$ cat config.mk
export PLATFORM = sky130hd
export DESIGN_NAME = rr_timeout_arbiter
export DESIGN_NICKNAME = d
export VERILOG_FILES = /design/src/rtl/arbiter_pkg.sv /design/src/rtl/port_timer.sv /design/src/rtl/rr_timeout_arbiter.sv
export SDC_FILE = /design/constraint.sdc
export NUM_CORES = 1
export LEC_CHECK = 0
export CAP_MARGIN = 20
export CELL_PAD_IN_SITES_DETAIL_PLACEMENT = 1
export CELL_PAD_IN_SITES_GLOBAL_PLACEMENT = 2
export CORE_ASPECT_RATIO = 1.2
export CORE_MARGIN = 5
export CORE_UTILIZATION = 38
export CTS_CLUSTER_SIZE = 20
export DETAILED_ROUTE_END_ITERATION = 8
export GPL_TIMING_DRIVEN = 0
export PLACE_DENSITY_LB_ADDON = 0.1
export SLEW_MARGIN = 0
export SYNTH_ARGS = -nofsm -noshare
export SYNTH_HDL_FRONTEND = slang
export SYNTH_SLANG_ARGS = --single-unit
$ cat constraint.sdc
create_clock -name clk -period 14.9 [get_ports clk]
set_input_delay 2.235 -clock clk [delete_from_list [all_inputs] [get_ports clk]]
set_output_delay 2.235 -clock clk [all_outputs]
set_load 0.005 [all_outputs]
$ cat src/rtl/arbiter_pkg.sv
// Shared definitions for the round-robin timeout arbiter: FSM state,
// default widths and the flit type that marks a packet header.
package arbiter_pkg;

  localparam int NPORTS_DEF    = 5;
  localparam int LEN_W_DEF     = 12;
  localparam int FLIT_ID_W_DEF = 3;

  localparam logic [FLIT_ID_W_DEF-1:0] HEADER_ID = 3'b001;

  typedef enum logic {
    IDLE = 1'b0,
    BUSY = 1'b1
  } arb_state_e;

endpackage : arbiter_pkg

$ cat src/rtl/port_timer.sv
// Per-port packet timer: latches the length carried by each header flit and
// counts how long the port has held the grant, flagging when it has used up its slot.
module port_timer #(
  parameter int                   LEN_W     = 12,
  parameter int                   FLIT_ID_W = 3,
  parameter logic [FLIT_ID_W-1:0] HEADER_ID = 3'b001
) (
  input  logic                 clk,
  input  logic                 rst,
  input  logic [FLIT_ID_W-1:0] flit_id_i,
  input  logic [LEN_W-1:0]     length_i,
  input  logic                 grant_i,    // port holds the grant in the coming cycle
  output logic                 timesup_o
);

  logic [LEN_W-1:0] limit_q;
  logic [LEN_W-1:0] count_q;

  // NOTE: non-blocking assignments for every flop, so all state updates see pre-edge values.
  always_ff @(posedge clk or negedge rst) begin
    if (!rst) begin
      limit_q <= '0;
      count_q <= '0;
    end else begin
      if (flit_id_i == HEADER_ID) begin
        limit_q <= length_i;
      end
      // count is the number of cycles of the current grant, including the coming one
      if (!grant_i) begin
        count_q <= '0;
      end else if (count_q != '1) begin
        count_q <= count_q + 1'b1;
      end
    end
  end

  assign timesup_o = (limit_q != '0) && (count_q >= limit_q);

endmodule : port_timer

$ cat src/rtl/rr_timeout_arbiter.sv
// Round-robin arbiter with a per-port grant time limit taken from header flits;
// a port that overruns its limit is preempted in favour of the next requester.
module rr_timeout_arbiter
  import arbiter_pkg::*;
#(
  parameter int                   NPORTS    = NPORTS_DEF,
  parameter int                   LEN_W     = LEN_W_DEF,
  parameter int                   FLIT_ID_W = FLIT_ID_W_DEF,
  parameter logic [FLIT_ID_W-1:0] HEADER_ID = FLIT_ID_W'(arbiter_pkg::HEADER_ID)
) (
  input  logic                        clk,
  input  logic                        rst,
  input  logic [NPORTS-1:0]           req,
  input  logic [NPORTS*FLIT_ID_W-1:0] flit_id,
  input  logic [NPORTS*LEN_W-1:0]     length,
  output logic [NPORTS-1:0]           grant,
  output logic                        grant_valid,
  output logic [$clog2(NPORTS)-1:0]   grant_idx,
  output logic                        timeout
);

  localparam int IDX_W = $clog2(NPORTS);

  arb_state_e        state_q, state_d;
  logic [IDX_W-1:0]  ptr_q, ptr_d;
  logic [NPORTS-1:0] grant_q, grant_d;
  logic [IDX_W-1:0]  grant_idx_q, grant_idx_d;
  logic              grant_valid_q;
  logic              timeout_q, timeout_d;

  logic [NPORTS-1:0] timesup;
  logic [NPORTS-1:0] cand;
  logic [IDX_W-1:0]  start;
  logic              rearb;
  logic [IDX_W:0]    pick;

  function automatic logic [IDX_W-1:0] next_port(input logic [IDX_W-1:0] i);
    return (i == IDX_W'(NPORTS - 1)) ? '0 : i + 1'b1;
  endfunction

  // First candidate at or after start, wrapping; returns {found, index}.
  function automatic logic [IDX_W:0] rr_select(input logic [NPORTS-1:0] c,
                                               input logic [IDX_W-1:0]  s);
    logic             found;
    logic [IDX_W-1:0] idx;
    int               p;
    found = 1'b0;
    idx   = '0;
    for (int k = 0; k < NPORTS; k++) begin
      p = int'(s) + k;
      if (p >= NPORTS) p = p - NPORTS;
      if (!found && c[p]) begin
        found = 1'b1;
        idx   = IDX_W'(p);
      end
    end
    return {found, idx};
  endfunction

  // NOTE: every combinational output gets a default first, so no path can infer a latch.
  always_comb begin
    state_d     = state_q;
    ptr_d       = ptr_q;
    grant_d     = grant_q;
    grant_idx_d = grant_idx_q;
    timeout_d   = 1'b0;
    cand        = req;
    start       = ptr_q;
    rearb       = 1'b0;
    pick        = '0;

    case (state_q)
      BUSY: begin
        if (!req[grant_idx_q]) begin
          ptr_d = next_port(grant_idx_q);
          start = next_port(grant_idx_q);
          rearb = 1'b1;
        end else if (timesup[grant_idx_q]) begin
          // the preempted port sits out exactly one arbitration round
          timeout_d          = 1'b1;
          ptr_d              = next_port(grant_idx_q);
          start              = next_port(grant_idx_q);
          cand[grant_idx_q]  = 1'b0;
          rearb              = 1'b1;
        end
      end
      default: rearb = 1'b1;
    endcase

    if (rearb) begin
      pick = rr_select(cand, start);
      if (pick[IDX_W]) begin
        state_d     = BUSY;
        grant_idx_d = pick[IDX_W-1:0];
        grant_d     = NPORTS'(1) << pick[IDX_W-1:0];
      end else begin
        state_d     = IDLE;
        grant_idx_d = '0;
        grant_d     = '0;
      end
    end
  end

  always_ff @(posedge clk or negedge rst) begin
    if (!rst) begin
      state_q       <= IDLE;
      ptr_q         <= '0;
      grant_q       <= '0;
      grant_idx_q   <= '0;
      grant_valid_q <= 1'b0;
      timeout_q     <= 1'b0;
    end else begin
      state_q       <= state_d;
      ptr_q         <= ptr_d;
      grant_q       <= grant_d;
      grant_idx_q   <= grant_idx_d;
      grant_valid_q <= (state_d == BUSY);
      timeout_q     <= timeout_d;
    end
  end

  for (genvar p = 0; p < NPORTS; p++) begin : g_port
    port_timer #(
      .LEN_W     (LEN_W),
      .FLIT_ID_W (FLIT_ID_W),
      .HEADER_ID (HEADER_ID)
    ) u_timer (
      .clk       (clk),
      .rst       (rst),
      .flit_id_i (flit_id[p*FLIT_ID_W +: FLIT_ID_W]),
      .length_i  (length[p*LEN_W +: LEN_W]),
      .grant_i   (grant_d[p]),
      .timesup_o (timesup[p])
    );
  end

  assign grant       = grant_q;
  assign grant_valid = grant_valid_q;
  assign grant_idx   = grant_idx_q;
  assign timeout     = timeout_q;

endmodule : rr_timeout_arbiter

* After elaboration in Yosys (flattened, before gate mapping) *
Index checks and enable logic that the tools add are counted.

storage, ports and cells
  register bits after elaboration = 133
  output and inout bits = 10
  word-level logic and storage cells = 158

cells by class
  add/sub/neg operators = 15
  $lt $le $gt $ge = 17
  equal/unequal tests = 16
  shift-type cells = 1
  mux-type cells = 73
  bitwise gates (word level) = 2
  reduce and logical (&&, ||, !) cells = 19

operators with widths
  kind                                                                                  number
  32-bit two-way mux                                                                    10
  32-bit by 5-bit < comparator with 1-bit output (second input constant)                5
  12-bit two-way mux                                                                    10
  12-bit by 1-bit adder with 12-bit output (second input constant)                      5
  12-bit greater-or-equal comparator                                                    5
  12-bit != test (second input constant)                                                5
  12-bit nonzero test                                                                   5
  3-bit two-way mux                                                                     11
  1-bit two-way mux                                                                     29
  5-bit two-way mux                                                                     5
  1-bit binary-select mux with 3-bit select                                             7
  4-bit by 3-bit subtractor with 5-bit output (second input constant)                   4
  4-bit by 3-bit greater-or-equal comparator with 1-bit output (second input constant)  4
  3-bit by 1-bit equality test with 1-bit output (second input constant)                5
  1-bit logical AND                                                                     10
  2-bit by 1-bit != test with 1-bit output (second input constant)                      5
  3-bit by 2-bit adder with 4-bit output (second input constant)                        2
  5-bit AND                                                                             1
  5-bit inverter                                                                        1
  1-bit by 3-bit left shift with 5-bit output (first input constant)                    1
  3-bit by 1-bit adder with 4-bit output (second input constant)                        1
  3-bit by 3-bit adder with 4-bit output (second input constant)                        1
  1-bit logical NOT                                                                     4
  3-bit by 4-bit < comparator with 1-bit output (second input constant)                 1
  other kinds (6)                                                                       6

* Depth between registers and ports, before layout *
Gate-level depths: netlist of run 1.

  word-level depth = 35
  gate-level depth with buffers = 29

* Cells and area by module *
Synthesis of run 1 repeated with hierarchy kept, for this count alone.

unflattened totals
  cell total of the unflattened synthesis = 1020
  area total of the unflattened synthesis = 9245.1 µm²

modules (own cells, without submodules)
  module                               times used  cells an instance  area an instance (µm²)
  port_timer at g_port[0].u_timer ...  4           152                1430.1
  rr_timeout_arbiter                   1           259                2134.5
  port_timer at g_port[4].u_timer      1           153                1390.1

* Worst setup path before layout of run 1 *
OpenSTA, ideal clock, no wires.

  kind = input to register
  from = input req[2]
  to = register g_port[2].u_timer.count_q[11]
  setup time = 121 ps
  arrival = 6459 ps
  data required time = 14779 ps
  setup slack = 8320 ps
  stages = 22
  path buffers = 2
  cell sequence = mux2_2 o21ai_0 a211o_1 nand2_1 o311ai_0 nand2_1 inv_1 ha_1 inv_1 ha_1 clkbuf_1 a211oi_1 a21oi_1 nor3_1 a32oi_1 o211ai_1 and2_1 or3b_2 o221ai_1 o31a_1 buf_2 nor2_1

on the way
  word-level cells in the longest chain between the ends = 32
  elaborated cells between the ends (all ways) = 78
  those cells by class = add/sub: 9; order compare: 5; eq/ne: 1; shift: 1; mux: 53; bitwise: 1; reduce/logical: 8

RTL lines
  element                                                                                               RTL line                  RTL
  from (decl)                                                                                           rr_timeout_arbiter.sv:13  input logic [NPORTS-1:0] req,
  parallel branches: the longest is 30 deep, another holds 4-bit by 3-bit subtractor with 5-bit output  n/a
  5-bit two-way mux (*)                                                                                 rr_timeout_arbiter.sv:90  if (rearb) begin
  2-bit by 1-bit != test with 1-bit output (no source line) or 12-bit two-way mux (tied branches)       n/a
  to (signal assigned)                                                                                  port_timer.sv:32          count_q <= count_q + 1'b1;
  to (decl)                                                                                             port_timer.sv:17          logic [LEN_W-1:0] count_q;

Every way passes the cells marked *. The select of a mux whose other input is x is not followed.
A chain may end at the register's enable or synchronous reset.

* Final worst setup path of run 1 *
  from = input req[3]
  to = register g_port[2].u_timer.count_q[8]

The elaborated chain is that of the path after synthesis.

==> results_dict.tcl, run 1 <==
set metrics [dict create \
    status "finished clean" \
    slew_violations 0 \
    hold_path_class "reg2reg" \
    first_pass_iters 4 \
    grt_busiest_layer "met2" \
    r2r_start "g_port[3].u_timer.count_q[0]$_DFFE_PN0P_" \
    tns_ns 0 \
    gr-usage-met3_pct 3.07 \
    die_h_um 177 \
    syn_avg_cell_area_um2 8.72 \
    finalCriticalPeriod_ns 8.43 \
    post_drt_wl_per_cell_um 18.7 \
    worstPathArrival_ns 8.73 \
    cts.sink_count 133 \
    boundaryPins 92 \
    slew_headroom_pct 32.3 \
    clockBufferDepth 2 \
    cp_max_fo 10 \
    synth.cell_area_um2 8830 \
    grt_max_degree 88 \
    synth-edff-count 0 \
    fin_crit_sh_pct 56.6 \
    drv_cap 0 \
    use_met1_pct 25.0 \
    criticalPathCategory "in2reg" \
    r2r_end "g_port[2].u_timer.count_q[8]$_DFFE_PN0P_" \
    critPathCapture "g_port[2].u_timer.count_q[8]$_DFFE_PN0P_" \
    drcViolationCount 0 \
    hold_buffers 0 \
    fp-row-count 61 \
    multi_input_area_um2 5020 \
    cp-startpoint "req[3]" \
    detailroute.via_count 7866 \
    clk_pin_slew_ns 0.06 \
    nets 1285 \
    coreArea_um2 23000 \
    synthFlopType "dfrtp_1" \
    drive_gt1_share_pct 5.99 \
    start_util_pct 38.3 \
    drt-initial-drc-count 327 \
    synthTopCellsByCount "133 x dfrtp_1, 107 x nand2_1, 104 x nor2_1" \
    antenna_found_initial 0 \
    synthArstFlopShare_pct 100 \
    drt_wl_total_um 27200 \
    cp-start-kind "input port" \
    grt_pass1_wl_um 44200 \
    syn_nets 1174 \
    hold_viol 0 \
    r2r_slack_ns 7.26 \
    avgViaCountPerCell 5.42 \
    yosysMostFrequentCell "dfrtp_1" \
    antenna_cells 0 \
    portBuffers 91 \
    setup_viol 0 \
    reg2regPathDepth 26 \
    cts_setup_buffers 0 \
    hpwl_um 21400 \
    yosysWarnings 0 \
    clock_latency_ns 0.43 \
    cts_buffers 17 \
    required_ns 15.21 \
    end_kind "flip-flop" \
    grtUsageTotal_pct 21.1 \
    ys_seq_area_share_pct 37.7 \
    cts_tree "yes" \
    synth_area_leader_cell "dfrtp_1" \
    synthCells 1013 \
    tightest_slew_ns 1.01 \
    grt.overflow.total 0 \
    area_delta_synth_final_pct 22.2 \
    synth-seq-cells 133 \
    place.gp.congestion 0.869 \
    grt_use_met2_pct 39.0 \
    grt_setup_unrepaired "no" \
    design.die.area_um2 26400 \
    cts-root-buf "clkbuf_16" \
    timing.fmax_mhz 119 \
    yosysUniqueCellTypes 77 \
    fillers 2736 \
    first_global_vias 8573 \
    cts-htree-levels 4 \
    die_w_um 149 \
    synth.top_cell.area_share_pct 37.7 \
    finClkSkew_ns 0.0131 \
    seq_area_um2 3330 \
    ant_nets 0 \
    ys_top_cells_by_area "dfrtp_1 38%, ha_1 11%, o21ai_0 5.0%, nand2_1 4.5%, nor2_1 4.4%" \
    postCtsResizedCells 0 \
]
==> layout make-up <==
type / count / share of cell area (%)
tap: 315 / 3.65
inverter: 89 / 3.10
timing repair buffer: 92 / 8.71
clock inverter: 14 / 1.84
sequential: 133 / 30.8
clock buffer: 17 / 3.94
buffer: 30 / 1.40
multi-input combinational: 761 / 46.5
==> logic make-up after synthesis <==
kind of cell	count (synthesis)	share of synthesized area (%)
DFF	133	37.7
muxes	22	2.73
and+or+nand+nor	385	21.8
buffers and inverters	119	5.49
AOI/OAI and AO/OA	235	17.1
adders and majority gates	79	11.2
xor gates and xnor gates	40	3.97
==> worst min-delay path by stage <==
| stage | startpoint | endpoint | cells past startpoint |
|---|---|---|---|
| 6_report | g_port[2].u_timer.limit_q[0]$_DFFE_PN0N_ | g_port[2].u_timer.limit_q[0]$_DFFE_PN0N_ | 1 |
| 5_1_grt | g_port[2].u_timer.limit_q[0]$_DFFE_PN0N_ | g_port[2].u_timer.limit_q[0]$_DFFE_PN0N_ | 1 |
| 3_3_place_gp | g_port[2].u_timer.limit_q[0]$_DFFE_PN0N_ | g_port[2].u_timer.limit_q[0]$_DFFE_PN0N_ | 1 |
| 2_1_floorplan | g_port[1].u_timer.limit_q[0]$_DFFE_PN0N_ | g_port[1].u_timer.limit_q[0]$_DFFE_PN0N_ | 1 |
| 4_1_cts | g_port[2].u_timer.limit_q[0]$_DFFE_PN0N_ | g_port[2].u_timer.limit_q[0]$_DFFE_PN0N_ | 1 |
| 3_5_place_dp | g_port[2].u_timer.limit_q[0]$_DFFE_PN0N_ | g_port[2].u_timer.limit_q[0]$_DFFE_PN0N_ | 1 |
==> sequential cells by signal, indices dropped and copies added, names as in the netlist <==
name / flops
g_port.u_timer.limit_q: 60
grant: 5
timeout: 1
grant_valid: 1
grant_idx: 3
ptr_q: 3
g_port.u_timer.count_q: 60
==> metrics by stage <==
step,cell area (um2),instances,setup slack [ns],utilization [%],hold slack [ns]
global placement,10100,1419,5.93,44.0,0.536
detailed placement,10200,1420,6.06,44.1,0.549
finish,10800,1451,6.47,46.8,0.557
CTS,10800,1451,6.50,46.8,0.563
global route,10800,1451,6.11,46.8,0.576
floorplan,8830,1013,8.32,-,0.508
==> critical path, stage by stage <==
cell and delay (ns):
clkdlybuf4s50_1 0.57, nor2b_1 0.07, o21ai_0 0.19, o21ai_0 0.12
a211o_1 0.35, and3_1 0.21, a21oi_2 0.35, nand2_1 0.30
inv_1 0.40, ha_1 0.30, clkbuf_1 0.28, a211oi_1 0.59
a21oi_1 0.17, nor3_1 0.18, a32oi_1 0.09, o211ai_1 0.27
and2_1 0.29, or3b_2 0.46, o221ai_1 0.52, o31a_1 0.39
buf_2 0.30, nor2_1 0.08
==> metal layers <==
layer  vias to the layer above  part of all wire (%)
met3                        38                   2.4
met5                         -                     0
met1                      3875                    42
li1                       3849                     -
met4                         0                   2.2
met2                       104                    53
==> cell usage in the layout, fill, tap and decap left out, drive strengths merged, types with 6 or more instances in the layout <==
master,instances
and4,7
or3,9
o211ai,7
buf,15
clkbuf,34
and3,13
xor2,21
nor3,26
o31ai,9
dfrtp,133
a31oi,8
mux2,7
a21oi,41
o21ai,90
ha,79
nor4,17
xnor2,19
nand2,107
nor3b,9
clkdlybuf4s50,90
nor2,105
a21o,7
nand3,36
a211oi,11
mux2i,14
nand4,16
and2,6
nand2b,7
inv,93
Power of run 1 is left out: the tool's default activity adds up to more than one toggle a clock period on the data nets, which glitch-free logic cannot reach.
==> run 2: changes to the inputs <==
--- a/config.mk
+++ b/config.mk
@@ -10,7 +10,7 @@
 export CELL_PAD_IN_SITES_GLOBAL_PLACEMENT = 2
 export CORE_ASPECT_RATIO = 1.2
 export CORE_MARGIN = 5
-export CORE_UTILIZATION = 38
+export CORE_UTILIZATION = 32
 export CTS_CLUSTER_SIZE = 20
 export DETAILED_ROUTE_END_ITERATION = 8
 export GPL_TIMING_DRIVEN = 0
==> constraint.sdc (replaced) <==
create_clock -name clk -period 7.1 [get_ports clk]
set_input_delay 1.065 -clock clk [delete_from_list [all_inputs] [get_ports clk]]
set_output_delay 1.065 -clock clk [all_outputs]
set_load 0.005 [all_outputs]
==> results_dict.tcl, run 2 (synthesis results as in run 1) <==
set metrics [dict create \
    status "finished clean" \
    die_h_um 192 \
    setup_viol 0 \
    cts_buffers 17 \
    drcViolationCount 0 \
    grt.overflow.total 0 \
    route.met3.wl_um 600 \
    clk_pin_slew_ns 0.06 \
    avgViaCountPerCell 5.28 \
    die_w_um 162 \
    coreArea_um2 27200 \
    finalCriticalPeriod_ns 6.69 \
    whs_path_depth 2 \
    tightest_slew_ns 0.978 \
    grt_max_degree 70 \
    final_cell_area_um2 10900 \
    fin_crit_sh_pct 94.2 \
    first_global_vias 8391 \
    clock_latency_ns 0.43 \
    antenna_cells 0 \
    dr.max_layer_used "met4" \
    fillers 3208 \
    required_ns 7.40 \
    grt_pass1_wl_um 44700 \
    hpwl_um 21700 \
    slew_violations 0 \
    portBuffers 91 \
    slew_headroom_pct 34.2 \
    r2r_start "g_port[2].u_timer.count_q[9]$_DFFE_PN0P_" \
    hold_path_class "reg2reg" \
    placed_area_um2 10200 \
    r2r_slack_ns 0.47 \
    start_util_pct 32.5 \
    r2r_end "g_port[2].u_timer.count_q[1]$_DFFE_PN0P_" \
    instances_no_fill 1478 \
    cp_max_fo 10 \
    boundaryPins 92 \
    place.gp.congestion 0.824 \
    criticalPathCategory "in2reg" \
    nets 1286 \
    end_kind "flip-flop" \
    detailroute.via_count 7797 \
    worstHoldStart "g_port[2].u_timer.limit_q[4]$_DFFE_PN0N_" \
    finClkSkew_ns 0.0143 \
    cts-root-buf "clkbuf_16" \
    drt_wl_total_um 27400 \
    ant_nets 0 \
    hold_viol 0 \
    hold_end "g_port[2].u_timer.limit_q[4]$_DFFE_PN0N_" \
    dp_cells 1445 \
    hold_buffers 0 \
    final_common_cell "dfrtp_1" \
    cts.sink_count 133 \
    tns_ns 0 \
    grt_setup_unrepaired "no" \
    drv_cap 0 \
    clockBufferDepth 2 \
    drt-initial-drc-count 259 \
    first_pass_iters 4 \
    grtUsageTotal_pct 18.1 \
    layout_common_cells "133 x dfrtp_1, 106 x nand2_1, 104 x nor2_1, 90 x clkdlybuf4s50_1, 88 x o21ai_0" \
    antenna_found_initial 0 \
    reg2regPathDepth 22 \
    area_delta_synth_final_pct 22.9 \
    post_drt_wl_per_cell_um 18.6 \
    met1_length_um 11800 \
    fp-row-count 66 \
    cts-htree-levels 4 \
    fin_hold_ws_ns 0.568 \
    drive_gt1_share_pct 7.56 \
    design.die.area_um2 31000 \
    cts_tree "yes" \
    worstPathArrival_ns 7.00 \
    timing.fmax_mhz 149 \
    wl_met2_um 14500 \
    cp-start-kind "input port" \
]
[run 2: cell count changes in the layout (fill, tap and decap cells not counted), moves of 2 or more]
cell	change
inv_8	+2
a211oi_2	+2
inv_1	-2
a211oi_1	-2
clkinvlp_4	+3
buf_4	+3
clkbuf_1	-2
bufinv_16	-3
[run 2: timing repair]
action                                  CTS  global route
hold endpoints to repair                  0             0
resized for setup                         8             8
buffers inserted                          0             3
pin swaps                                 0             2
endpoints found under the setup margin   63            59
[run 2: worst max-delay path by stage]
stage	from	endpoint	slack (ns)	cells after the start
after detailed placement	g_port[3].u_timer.count_q[0]$_DFFE_PN0P_	g_port[1].u_timer.count_q[7]$_DFFE_PN0P_	-0.63	26
after global placement	rst	g_port[2].u_timer.limit_q[0]$_DFFE_PN0N_	-0.85	1
final	req[3]	g_port[2].u_timer.count_q[1]$_DFFE_PN0P_	0.41	21
after floorplan	g_port[4].u_timer.count_q[11]$_DFFE_PN0P_	g_port[2].u_timer.count_q[11]$_DFFE_PN0P_	1.45	25
after global routing	req[3]	g_port[2].u_timer.count_q[1]$_DFFE_PN0P_	0.01	21
after CTS	g_port[1].u_timer.count_q[9]$_DFFE_PN0P_	g_port[2].u_timer.count_q[4]$_DFFE_PN0P_	0.03	23
[run 2: metal layers]
metal,up-vias,global-route usage (%)
met5,-,0
met4,0,5.11
met2,104,33.7
met3,27,2.36
met1,3825,21.7
li1,3841,-
[run 2: area by class of cell]
type	instances	area (um2)	area share [%]
Multi-Input combinational cell	761	5080	46.8
Sequential cell	133	3330	30.7
Timing Repair Buffer	95	962	8.86
Clock buffer	17	425	3.92
Tap cell	340	425	3.92
Inverter	89	338	3.11
Clock inverter	15	146	1.35
Buffer	28	145	1.34
[run 2: per-stage QoR]
| step | setup slack, ns | util (%) |
|---|---|---|
| after floorplan | 1.45 | - |
| after global placement | -0.847 | 37.4 |
| after CTS | 0.0266 | 39.8 |
| after global routing | 0.0115 | 40.0 |
| after detailed placement | -0.629 | 37.5 |
| final | 0.409 | 40.0 |
[run 2: worst max-delay path: stages]
cell	delay, ns
clkdlybuf4s50_1	0.56
nor2b_1	0.08
o21ai_0	0.23
o21ai_0	0.16
a211o_1	0.36
and3_1	0.21
a21oi_2	0.39
nand2_1	0.32
clkinvlp_4	0.30
ha_2	0.40
a211oi_2	0.39
a21oi_1	0.14
nor3_1	0.20
a32oi_1	0.08
o211ai_1	0.22
and2_1	0.28
or3b_2	0.48
o221ai_2	0.39
o31a_1	0.35
buf_2	0.29
nor2_1	0.08
Power of run 2 is left out for the same reason.
==> run 3: changes to the inputs <==
--- a/config.mk
+++ b/config.mk
@@ -19,3 +19,4 @@
 export SYNTH_ARGS = -nofsm -noshare
 export SYNTH_HDL_FRONTEND = slang
 export SYNTH_SLANG_ARGS = --single-unit
+export TNS_END_PERCENT = 10
==> results of run 3 <==
No change in the layout: final DEF, timing and power equal those of run 2.
Power of run 3 is left out for the same reason.
